===== src/rtl/gpio_pkg.sv =====
// Shared constants and helpers for the GPIO input conditioning blocks.
// Defaults assume a 100 MHz clk_gen, a 1 ms sample tick and 10 ms acceptance.
package gpio_pkg;

   localparam int DEF_TICK_DIV     = 100_000;
   localparam int DEF_STABLE_TICKS = 10;

   // Ceiling log2; clog2(1) = 0.
   function automatic int clog2(input int value);
      int res;
      int rem;
      res = 0;
      rem = value - 1;
      while (rem > 0) begin
         res = res + 1;
         rem = rem >> 1;
      end
      return res;
   endfunction

   // Width that can hold values up to max_val, never narrower than 1.
   function automatic int cnt_width(input int max_val);
      int w;
      w = clog2(max_val + 1);
      return (w < 1) ? 1 : w;
   endfunction

endpackage


===== src/rtl/debounce_bit.sv =====
// One input bit: 2-flop synchronizer followed by a tick-driven debounce filter
// with registered rise/fall pulses.
module debounce_bit
   import gpio_pkg::*;
#(
   parameter int   STABLE_TICKS = DEF_STABLE_TICKS,
   parameter logic RESET_VAL    = 1'b0
) (
   input  logic clk_i,
   input  logic arst_n_i,
   input  logic tick_i,
   input  logic sw_i,
   output logic sw_o,
   output logic rise_o,
   output logic fall_o
);

   localparam int               CNT_W    = cnt_width(STABLE_TICKS);
   localparam logic [CNT_W-1:0] CNT_LAST = CNT_W'(STABLE_TICKS - 1);

   logic             s1;
   logic             s2;
   logic [CNT_W-1:0] cnt;

   always_ff @(posedge clk_i or negedge arst_n_i) begin
      if (!arst_n_i) begin
         s1     <= RESET_VAL;
         s2     <= RESET_VAL;
         sw_o   <= RESET_VAL;
         cnt    <= '0;
         rise_o <= 1'b0;
         fall_o <= 1'b0;
      end else begin
         s1     <= sw_i;
         s2     <= s1;
         rise_o <= 1'b0;
         fall_o <= 1'b0;
         // Any cycle back at the accepted level throws away partial progress.
         if (s2 == sw_o) begin
            cnt <= '0;
         end else if (tick_i) begin
            if (cnt == CNT_LAST) begin
               sw_o   <= s2;
               cnt    <= '0;
               rise_o <= s2;
               fall_o <= ~s2;
            end else begin
               cnt <= cnt + 1'b1;
            end
         end
      end
   end

endmodule


===== src/rtl/gpio_in_debounce.sv =====
// Debounced slide-switch inputs for the mpss GPIO input bus: shared sample
// prescaler, per-bit filters and sticky write-1-to-clear change flags.
module gpio_in_debounce
   import gpio_pkg::*;
#(
   parameter int               WIDTH        = 16,
   parameter int               TICK_DIV     = DEF_TICK_DIV,
   parameter int               STABLE_TICKS = DEF_STABLE_TICKS,
   parameter logic [WIDTH-1:0] RESET_VAL    = {WIDTH{1'b0}}
) (
   input  logic             clk_i,
   input  logic             arst_n_i,
   input  logic [WIDTH-1:0] sw_i,
   output logic [WIDTH-1:0] sw_o,
   output logic [WIDTH-1:0] rise_o,
   output logic [WIDTH-1:0] fall_o,
   output logic [WIDTH-1:0] chg_o,
   input  logic [WIDTH-1:0] clr_i
);

   localparam int                PCNT_W    = cnt_width(TICK_DIV - 1);
   localparam logic [PCNT_W-1:0] PCNT_LAST = PCNT_W'(TICK_DIV - 1);

   logic [PCNT_W-1:0] pcnt;
   logic              tick;

   // Free-running; with TICK_DIV=1 pcnt sits at 0 and tick is always high.
   assign tick = (pcnt == PCNT_LAST);

   always_ff @(posedge clk_i or negedge arst_n_i) begin
      if (!arst_n_i) begin
         pcnt <= '0;
      end else if (tick) begin
         pcnt <= '0;
      end else begin
         pcnt <= pcnt + 1'b1;
      end
   end

   for (genvar i = 0; i < WIDTH; i++) begin : g_bit
      debounce_bit #(
         .STABLE_TICKS (STABLE_TICKS),
         .RESET_VAL    (RESET_VAL[i])
      ) u_bit (
         .clk_i    (clk_i),
         .arst_n_i (arst_n_i),
         .tick_i   (tick),
         .sw_i     (sw_i[i]),
         .sw_o     (sw_o[i]),
         .rise_o   (rise_o[i]),
         .fall_o   (fall_o[i])
      );
   end

   // A new edge outranks a simultaneous clear so no change is ever lost.
   always_ff @(posedge clk_i or negedge arst_n_i) begin
      if (!arst_n_i) begin
         chg_o <= '0;
      end else begin
         chg_o <= (chg_o & ~clr_i) | rise_o | fall_o;
      end
   end

endmodule


===== config.mk =====
export PLATFORM = sky130hd
export DESIGN_NAME = gpio_in_debounce
export DESIGN_NICKNAME = d
export VERILOG_FILES = /design/src/rtl/gpio_pkg.sv /design/src/rtl/debounce_bit.sv /design/src/rtl/gpio_in_debounce.sv
export SDC_FILE = /design/constraint.sdc
export NUM_CORES = 1
export LEC_CHECK = 0
export ABC_AREA = 1
export CAP_MARGIN = 20
export CELL_PAD_IN_SITES_DETAIL_PLACEMENT = 0
export CELL_PAD_IN_SITES_GLOBAL_PLACEMENT = 2
export CORE_UTILIZATION = 37
export DETAILED_ROUTE_END_ITERATION = 8
export PLACE_DENSITY = 0.95
export SYNTH_ARGS = -nofsm -noshare
export SYNTH_HDL_FRONTEND = slang
export SYNTH_SLANG_ARGS = --single-unit

===== constraint.sdc =====
create_clock -name clk_i -period 5 [get_ports clk_i]
set_input_delay 0.75 -clock clk_i [delete_from_list [all_inputs] [get_ports clk_i]]
set_output_delay 0.75 -clock clk_i [all_outputs]
set_load 0.05 [all_outputs]

==> results.sh, run 1 <==
export IMPL_io_buffers=97
export IMPL_critical_path_endpoint_type="register"
export IMPL_fmax_ghz=0.3714
export IMPL_cts_resized_gates=0
export IMPL_postCtsHoldBufs=0
export IMPL_clock_latency_ps=430
export IMPL_nFillCells=2238
export IMPL_cts_buffer_depth=2
export IMPL_finalMaxSlewViolations=0
export IMPL_critPathMaxStageDelay_ps=890
export IMPL_layout_common_cells="dfrtp_1 (177), nand3_1 (156), nand2_1 (142)"
export IMPL_crit_buf_inv=3
export IMPL_crit_family="flip-flops"
export IMPL_worst_pin_slew_ps=1001
export IMPL_instances_no_fill=1301
export IMPL_h_tree_depth=4
export IMPL_vias_per_cell=4.882
export IMPL_relSlewSlack_pct=33.11
export IMPL_grt_total_usage_pct=15.27
export IMPL_post_route_period_util_pct=53.85
export IMPL_fin_crit_ps=2693
export IMPL_place_hpwl_um=10710
export IMPL_yosysSeqAreaShare_pct=51.51
export IMPL_drtIter0Drc=397
export IMPL_core_area_um2=22710
export IMPL_ys_warn_count=0
export IMPL_synth_top_area_share_pct=51.51
export IMPL_crit_fanout=50
export IMPL_hold_slack_ps=348.0
export IMPL_fp_row_count=55
export IMPL_grt_pass1_wl_um=29240
export IMPL_final_common_cell="dfrtp_1"
export IMPL_worstPathArrival_ps=3010
export IMPL_die_area_um2=23850
export IMPL_synthToLayoutAreaGrowth_pct=16.44
export IMPL_dp_cells=1269
export IMPL_setup_viol=0
export IMPL_ioPinCount=98
export IMPL_vias=6352
export IMPL_ys_ff_latch=177
export IMPL_synth_nets=1034
export IMPL_cp_slowest_cell="dfrtp_1"
export IMPL_root_buffer="clkbuf_16"
export IMPL_post_drt_wl_per_cell_um=13.08
export IMPL_nNetsFinal=1070
export IMPL_vdd_ir_drop_max_uv=209.7
export IMPL_synth_cell_area_um2=8598
export IMPL_drv_cap=0
export IMPL_dr_pass1_iters=5
export IMPL_finClkSkew_ps=7.330
export IMPL_cts_tree="done"
export IMPL_syn_inst=967
export IMPL_overflow=0
export IMPL_antenna_found_initial=0
export IMPL_status="finished, final reports clean"
export IMPL_layout_drive_gt1_share_pct=5.315
export IMPL_power_density_nw_per_um2=292.3
export IMPL_rsz0062_at_grt="false"
export IMPL_gp_congestion=0.7729
export IMPL_finalHoldViolCount=0
export IMPL_post_synth_top_area_cell="dfrtp_1"
export IMPL_worstSetupPathType="reg -> reg"
export IMPL_antenna_cells=0
export IMPL_grt_pass1_vias=5885
export IMPL_remaining_drc_errors=0
export IMPL_drt_wl_total_um=17020
export IMPL_ys_types=27
export IMPL_synth_area_top_cells="dfrtp_1 (52%), nand3_1 (9.1%), nand2_1 (6.2%)"
export IMPL_die_h_um=154.4
export IMPL_syn_mean_instance_area_um2=8.892
export IMPL_hold_path_class="reg -> reg"
export IMPL_worstPathCellList="inv_2, nor4_1, nand2_2, buf_4, o211ai_1, inv_1"
export IMPL_required_ps=5320
export IMPL_cts_sinks=177
export IMPL_fin_setup_tns_ps=0
export IMPL_path_clk_slew_ps=70
export IMPL_ant_nets=0
export IMPL_total_leakage_power_nw=4.927
export IMPL_start_util_pct=37.86
export IMPL_start_kind="register"
export IMPL_die_w_um=154.4
export IMPL_numCtsBuffers=17
export IMPL_cts_setup_buffers=0
export IMPL_grt_max_degree=112
-- worst reg2reg max path: stages, from the launching register on --
cell,delay (ps)
dfrtp_1,890
inv_2,190
nor4_1,440
nand2_2,380
buf_4,420
o211ai_1,210
inv_1,50
-- cell families after synthesis --
kind of cell	share of synthesized area, %
flip-flops	51.51
AO/OA/AOI/OAI	3.114
buffers and inverters	10.13
AND/OR/NAND/NOR	26.27
XOR/XNOR	4.176
adder cells (fa/ha/maj)	4.802
-- power by group --
part           internal (W)  switching (W)
combinational     0.0000271      0.0000514
sequential          0.00144     0.00000993
clock              0.000809       0.000584
-- area by class of cell --
class                   instances  area [um^2]  area share (%)
clock buffers                  18        439.2           4.386
repair buffers                101         1017           10.16
well taps                     285        356.6           3.562
multi-input cells             629         3303           32.99
clock inverters                14        177.7           1.775
flip-flops and latches        177         4429           44.24
inverters                      77        289.0           2.887
-- state kept, by name (all words and copies together) (netlist names) --
signal and count:
g_bit.u_bit.s1 16, g_bit.u_bit.s2 16, chg_o 16, g_bit.u_bit.rise_o 16, g_bit.u_bit.sw_o 16, g_bit.u_bit.cnt 64
g_bit.u_bit.fall_o 16, pcnt 17
-- per-stage QoR --
step / utilization [%] / total power [W] / setup WS (ps) / area, um^2
final: 44.09 / 0.002926 / 2307 / 10010
after global routing: 44.09 / 0.003050 / 2062 / 10010
after CTS: 44.09 / 0.002978 / 2312 / 10010
after detailed placement: 41.37 / 0.001564 / 2331 / 9395
after global placement: 41.37 / 0.001563 / 2411 / 9395
after floorplan: - / 0.001502 / 3450 / 8598
-- worst paths after layout --
check	start	to	slack, ps	cells after the start
setup / recovery	pcnt[16]	pcnt[5]	2310	6
hold / removal	g_bit[13].u_bit.s1	g_bit[13].u_bit.s2	350	0
setup reg to reg	pcnt[16]	pcnt[5]	2310	6
hold reg to reg	g_bit[13].u_bit.s1	g_bit[13].u_bit.s2	350	0
max in group asynchronous	arst_n_i	g_bit[15].u_bit.cnt[1]	3490	2
min in group asynchronous	arst_n_i	chg_o[5]	440	1
-- cell usage after synthesis --
master	n
o21ai_0	20
buf_4	52
nor2_4	1
buf_1	9
or2_2	1
nor3_4	2
clkbuf_1	11
nand2_2	3
xor2_1	39
buf_2	3
xnor2_1	2
nand2_1	142
ha_1	33
nand3_1	156
a21oi_1	31
nor2_2	3
nor2_1	141
clkinv_1	1
nand4_1	49
inv_2	7
nor4_1	1
dfrtp_1	177
o21ai_1	1
nor3_1	3
buf_6	9
inv_1	69
o211ai_1	1
-- layer usage --
metal | up-vias | GRT usage, % | wire [um]
met5 | - | 0 | 0
met4 | 0 | 5.328 | 199
met3 | 13 | 2.634 | 535
met2 | 100 | 24.07 | 7925
met1 | 3048 | 21.20 | 8359
li1 | 3191 | - | -
(Power assumes the default switching activity.)
==> run 2, diff against run 1 <==
Settings changed: CORE_UTILIZATION 37 to 31, PLACE_DENSITY 0.95 to 0.87.
Clock period 5 ns to 2.35 ns, I/O delays scaled along.
==> run 2 against run 1 <==
First-iteration DRC count fell by 3.8%; global-route usage fell by 1.7 points; combinational power rose by 130%; non-clock buffer count rose by 13; die area rose by 19%; total power rose by 110%; cell area rose by 2.5%; setup slack got worse by 2000 ps; core utilization fell by 6.2 points; sequential share of layout area fell by 1.1 points; critical endpoint is now sw_o[15]; sequential power rose by 110%.
==> results.sh, run 2 (synthesized netlist as in run 1, its figures left out) <==
export IMPL_instances_no_fill=1401
export IMPL_cts_tree="done"
export IMPL_core_area_um2=27100
export IMPL_min_delay_start="g_bit[3].u_bit.s1"
export IMPL_remaining_drc_errors=0
export IMPL_io_buffers=97
export IMPL_finalHoldViolCount=0
export IMPL_antenna_found_initial=0
export IMPL_critPathMaxStageDelay_ps=870
export IMPL_min_path_cells=0
export IMPL_p_switching_w=0.001315
export IMPL_fin_crit_ps=2023
export IMPL_grt_max_degree=64
export IMPL_ant_nets=0
export IMPL_switching_share_pct=21.14
export IMPL_grt_pass1_wl_um=30720
export IMPL_drtIter0Drc=382
export IMPL_reg2reg_to="g_bit[8].u_bit.cnt[0]"
export IMPL_vdd_ir_drop_max_uv=340.5
export IMPL_finClkSkew_ps=11.59
export IMPL_reg_largest_list="g_bit.u_bit.cnt: 64 flops, pcnt: 17 flops"
export IMPL_worst_pin_slew_ps=782.1
export IMPL_fmax_ghz=0.4942
export IMPL_power_density_nw_per_um2=606.3
export IMPL_vias=6310
export IMPL_p_int_w=0.004907
export IMPL_post_route_period_util_pct=86.10
export IMPL_fin_setup_tns_ps=0
export IMPL_r2r_start="pcnt[0]"
export IMPL_die_w_um=168.5
export IMPL_final_common_cell="dfrtp_1"
export IMPL_holdPathEnd="g_bit[3].u_bit.s2"
export IMPL_dp_cells=1368
export IMPL_final_cell_area_um2=10260
export IMPL_vias_per_cell=4.504
export IMPL_die_h_um=168.5
export IMPL_placed_area_um2=9644
export IMPL_place_hpwl_um=11450
export IMPL_grt_total_usage_pct=13.56
export IMPL_start_util_pct=31.73
export IMPL_root_buffer="clkbuf_16"
export IMPL_final_core_utilization_pct=37.87
export IMPL_rrSetupSlack_ps=460
export IMPL_hold_path_class="reg -> reg"
export IMPL_numCtsBuffers=17
export IMPL_cts_sinks=177
export IMPL_layout_common_cells="dfrtp_1 (177), nand3_1 (156), nand2_1 (142)"
export IMPL_fp_row_count=60
export IMPL_crit_family="buffers and inverters"
export IMPL_rr_worst_depth=9
export IMPL_start_kind="register"
export IMPL_worstPathCellList="clkdlybuf4s50_1"
export IMPL_post_drt_wl_per_cell_um=12.80
export IMPL_required_ps=2000
export IMPL_ioPinCount=98
export IMPL_clockPowerShare_pct=47.4
export IMPL_finalMaxSlewViolations=0
export IMPL_place_ws_ps=460.9
export IMPL_clock_latency_ps=430
export IMPL_path_clk_slew_ps=70
export IMPL_nFillCells=2739
export IMPL_cts_buffer_depth=2
export IMPL_largest_register_ffs=64
export IMPL_overflow=0
export IMPL_grt_pass1_vias=6114
export IMPL_layout_drive_gt1_share_pct=6.025
export IMPL_nNetsFinal=1083
export IMPL_top_register="g_bit.u_bit.cnt"
export IMPL_drv_cap=0
export IMPL_relSlewSlack_pct=47.68
export IMPL_worstPathArrival_ps=1670
export IMPL_die_area_um2=28410
export IMPL_dr_pass1_iters=5
export IMPL_critical_path_endpoint_type="output pin"
export IMPL_crit_buf_inv=1
export IMPL_setup_viol=0
export IMPL_total_leakage_power_nw=5.004
export IMPL_crit_fanout=3
export IMPL_power_frac_comb_pct=2.9
export IMPL_status="finished, final reports clean"
export IMPL_antenna_cells=0
export IMPL_gp_congestion=0.7855
export IMPL_rsz0062_at_grt="false"
export IMPL_worstSetupPathType="reg -> out"
export IMPL_drt_wl_total_um=17940
export IMPL_cp_slowest_cell="clkdlybuf4s50_1"
export IMPL_h_tree_depth=4
export IMPL_synthToLayoutAreaGrowth_pct=19.35
export IMPL_cts_setup_buffers=0
export IMPL_p_seq_share_pct=49.7
export IMPL_fin_ws_ps=326.6
-- run 2: timing repair --
item,in CTS,in global routing
resized for setup,0,0
hold buffers,1,0
hold endpoints to repair,47,0
-- run 2: worst max path at each step --
| stage | start | slack [ps] | depth (start not counted) | end |
|---|---|---|---|---|
| finish | g_bit[15].u_bit.sw_o | 330 | 1 | sw_o[15] |
| global route | pcnt[0] | 260 | 9 | g_bit[8].u_bit.cnt[0] |
| CTS | g_bit[15].u_bit.sw_o | 280 | 1 | sw_o[15] |
| detailed placement | pcnt[0] | 460 | 9 | g_bit[8].u_bit.cnt[0] |
| global placement | pcnt[0] | 510 | 9 | g_bit[13].u_bit.cnt[0] |
| floorplan | pcnt[0] | 800 | 10 | g_bit[12].u_bit.cnt[0] |
-- run 2: layout make-up --
class	count	area (um^2)	area share [%]
Timing Repair Buffer	114	1167	11.38
Multi-Input combinational cell	629	3303	32.19
Clock inverter	8	126.4	1.231
Inverter	77	289.0	2.816
Sequential cell	177	4429	43.16
Tap cell	372	465.4	4.535
Clock buffer	24	481.7	4.694
-- run 2: layer usage --
| layer | share of wire, % | GRT usage [%] | up-vias |
|---|---|---|---|
| li1 | - | - | 3212 |
| met1 | 49 | 18.09 | 2987 |
| met2 | 47 | 22.21 | 96 |
| met3 | 3.0 | 2.876 | 15 |
| met4 | 0.99 | 3.755 | 0 |
| met5 | 0 | 0 | - |
-- run 2: power by group through the flow --
stage	logic [W]	registers (W)	clock network, W
CTS	0.000189	0.00309	0.00306
finish	0.000180	0.00309	0.00295
detailed placement	0.000187	0.00315	0
global route	0.000208	0.00310	0.00318
global placement	0.000186	0.00315	0
floorplan	0.0000482	0.00315	0
-- run 2: per-stage QoR --
stage | hold WS [ps] | total power [W]
3_3_place_gp | 331.4 | 0.003337
6_report | 348.3 | 0.006222
4_1_cts | 339.2 | 0.006340
2_1_floorplan | 56.91 | 0.003196
5_1_grt | 340.9 | 0.006488
3_5_place_dp | 334.7 | 0.003339
==> run 3, diff against run 2 <==
Settings changed: CELL_PAD_IN_SITES_DETAIL_PLACEMENT 0 to unset, CELL_PAD_IN_SITES_GLOBAL_PLACEMENT 2 to unset, CORE_UTILIZATION 31 to 46, PLACE_DENSITY 0.87 to 0.82.
==> run 3 against run 2 <==
The flow now finishes with violations (design-rule violations); sequential share of layout area up 0.95 points; clock power down 3%; sequential power about the same; fmax up 0.53%; global-route usage up 5.2 points; first-iteration DRC count up 51%.
==> results.sh, run 3 (synthesized netlist as in run 1, its figures left out) <==
export IMPL_status="finished, violations left"
export IMPL_violations="design-rule violations"
export IMPL_cts_buffer_depth=2
export IMPL_power_density_nw_per_um2=611.2
export IMPL_setup_viol=0
export IMPL_rrSetupSlack_ps=390
export IMPL_clock_latency_ps=420
export IMPL_required_ps=2000
export IMPL_fin_crit_ps=2013
export IMPL_antenna_cells=0
export IMPL_largest_register_ffs=64
export IMPL_total_leakage_power_nw=4.976
export IMPL_crit_buf_inv=1
export IMPL_synthToLayoutAreaGrowth_pct=16.79
export IMPL_rr_worst_depth=9
export IMPL_root_buffer="clkbuf_16"
export IMPL_p_switching_w=0.001253
export IMPL_gp_congestion=0.8957
export IMPL_min_delay_start="g_bit[3].u_bit.s1"
export IMPL_cts_sinks=177
export IMPL_grt_pass1_vias=6347
export IMPL_start_kind="register"
export IMPL_critPathMaxStageDelay_ps=850
export IMPL_antenna_found_initial=0
export IMPL_ant_nets=0
export IMPL_reg2reg_to="g_bit[5].u_bit.cnt[1]"
export IMPL_cts_setup_buffers=0
export IMPL_vias_per_cell=5.189
export IMPL_crit_family="buffers and inverters"
export IMPL_layout_common_cells="dfrtp_1 (177), nand3_1 (156), nand2_1 (142)"
export IMPL_holdPathEnd="g_bit[3].u_bit.s2"
export IMPL_min_path_cells=0
export IMPL_post_route_period_util_pct=85.64
export IMPL_vias=6507
export IMPL_grt_max_degree=59
export IMPL_die_h_um=138.7
export IMPL_overflow=0
export IMPL_nNetsFinal=1080
export IMPL_fp_row_count=49
export IMPL_hold_slack_ps=348.8
export IMPL_ioPinCount=98
export IMPL_p_seq_share_pct=50.5
export IMPL_hold_path_class="reg -> reg"
export IMPL_h_tree_depth=4
export IMPL_io_buffers=97
export IMPL_final_common_cell="dfrtp_1"
export IMPL_p_int_w=0.004885
export IMPL_core_area_um2=18150
export IMPL_place_hpwl_um=11070
export IMPL_finClkSkew_ps=9.241
export IMPL_dr_pass1_iters=9
export IMPL_relSlewSlack_pct=46.52
export IMPL_nFillCells=1513
export IMPL_r2r_start="pcnt[0]"
export IMPL_remaining_drc_errors=4
export IMPL_die_w_um=138.7
export IMPL_drt_wl_total_um=17080
export IMPL_switching_share_pct=20.42
export IMPL_post_drt_wl_per_cell_um=13.62
export IMPL_cts_tree="done"
export IMPL_clockPowerShare_pct=46.7
export IMPL_numCtsBuffers=17
export IMPL_start_util_pct=47.38
export IMPL_cp_slowest_cell="clkdlybuf4s50_1"
export IMPL_reg_largest_list="g_bit.u_bit.cnt: 64 flops, pcnt: 17 flops"
export IMPL_fin_setup_tns_ps=0
export IMPL_rsz0062_at_grt="false"
export IMPL_worstPathCellList="clkdlybuf4s50_1"
export IMPL_vdd_ir_drop_max_uv=503.5
export IMPL_worstSetupPathType="reg -> out"
export IMPL_finalHoldViolCount=0
export IMPL_fmax_ghz=0.4969
export IMPL_crit_fanout=3
export IMPL_drtIter0Drc=576
export IMPL_grt_total_usage_pct=18.76
export IMPL_drv_cap=0
export IMPL_finalMaxSlewViolations=0
export IMPL_worst_pin_slew_ps=799.5
export IMPL_power_frac_comb_pct=2.8
export IMPL_path_clk_slew_ps=60
export IMPL_top_register="g_bit.u_bit.cnt"
export IMPL_layout_drive_gt1_share_pct=5.951
export IMPL_critical_path_endpoint_type="output pin"
export IMPL_grt_pass1_wl_um=29130
export IMPL_worstPathArrival_ps=1660
export IMPL_die_area_um2=19240
run 3: changes by cell type in the layout (fill, tap and decap cells not counted), moves of 2 or more:
| cell | delta |
|---|---|
| buf_4 | -2 |
| clkbuf_1 | -3 |
| clkinv_2 | +2 |
| clkinvlp_4 | +2 |
run 3: worst max path at each step:
stage / endpoint / slack [ps] / cells after the start / startpoint
after floorplan: g_bit[12].u_bit.cnt[0] / 800 / 10 / pcnt[0]
after global placement: g_bit[7].u_bit.cnt[0] / 500 / 9 / pcnt[0]
after detailed placement: g_bit[5].u_bit.cnt[1] / 380 / 9 / pcnt[0]
after CTS: sw_o[11] / 310 / 1 / g_bit[11].u_bit.sw_o
after global routing: g_bit[7].u_bit.cnt[2] / 160 / 9 / pcnt[0]
final: sw_o[11] / 340 / 1 / g_bit[11].u_bit.sw_o
run 3: layout make-up:
type | count | area, um^2 | share of cell area [%]
Timing Repair Buffer | 111 | 1130 | 11.25
Inverter | 77 | 289.0 | 2.878
Clock inverter | 10 | 133.9 | 1.333
Sequential cell | 177 | 4429 | 44.11
Clock buffer | 21 | 470.5 | 4.685
Tap cell | 229 | 286.5 | 2.853
Multi-Input combinational cell | 629 | 3303 | 32.89
run 3: power groups by stage:
stage	Clock, W	Sequential [W]	Combinational, W
2_1_floorplan	0	0.00315	0.0000482
5_1_grt	0.00305	0.00310	0.000200
6_report	0.00287	0.00310	0.000174
4_1_cts	0.00293	0.00310	0.000180
3_5_place_dp	0	0.00315	0.000177
3_3_place_gp	0	0.00315	0.000174
run 3: metal layers:
metal	GRT usage (%)	wire length [um]
met2	31.74	8349
met3	4.316	821
met5	0	0
met4	7.895	433
met1	23.15	7471
run 3: repair_timing:
item,in CTS,in global routing
endpoints found under the hold margin,41,0
hold buffers,1,0
resized for setup,0,0
setup endpoints to repair,0,0
run 3: stage by stage:
stage               area [um^2]  std cells  worst slack, ps  power (W)  utilization (%)
CTS                       10040       1254            312.9   0.006201            55.34
finish                    10040       1254            337.4   0.006138            55.34
floorplan                  8598        967            800.0   0.003196                -
global route              10040       1254            162.9   0.006347            55.34
detailed placement         9428       1222            377.1   0.003330            51.95
global placement           9428       1222            500.0   0.003325            51.95
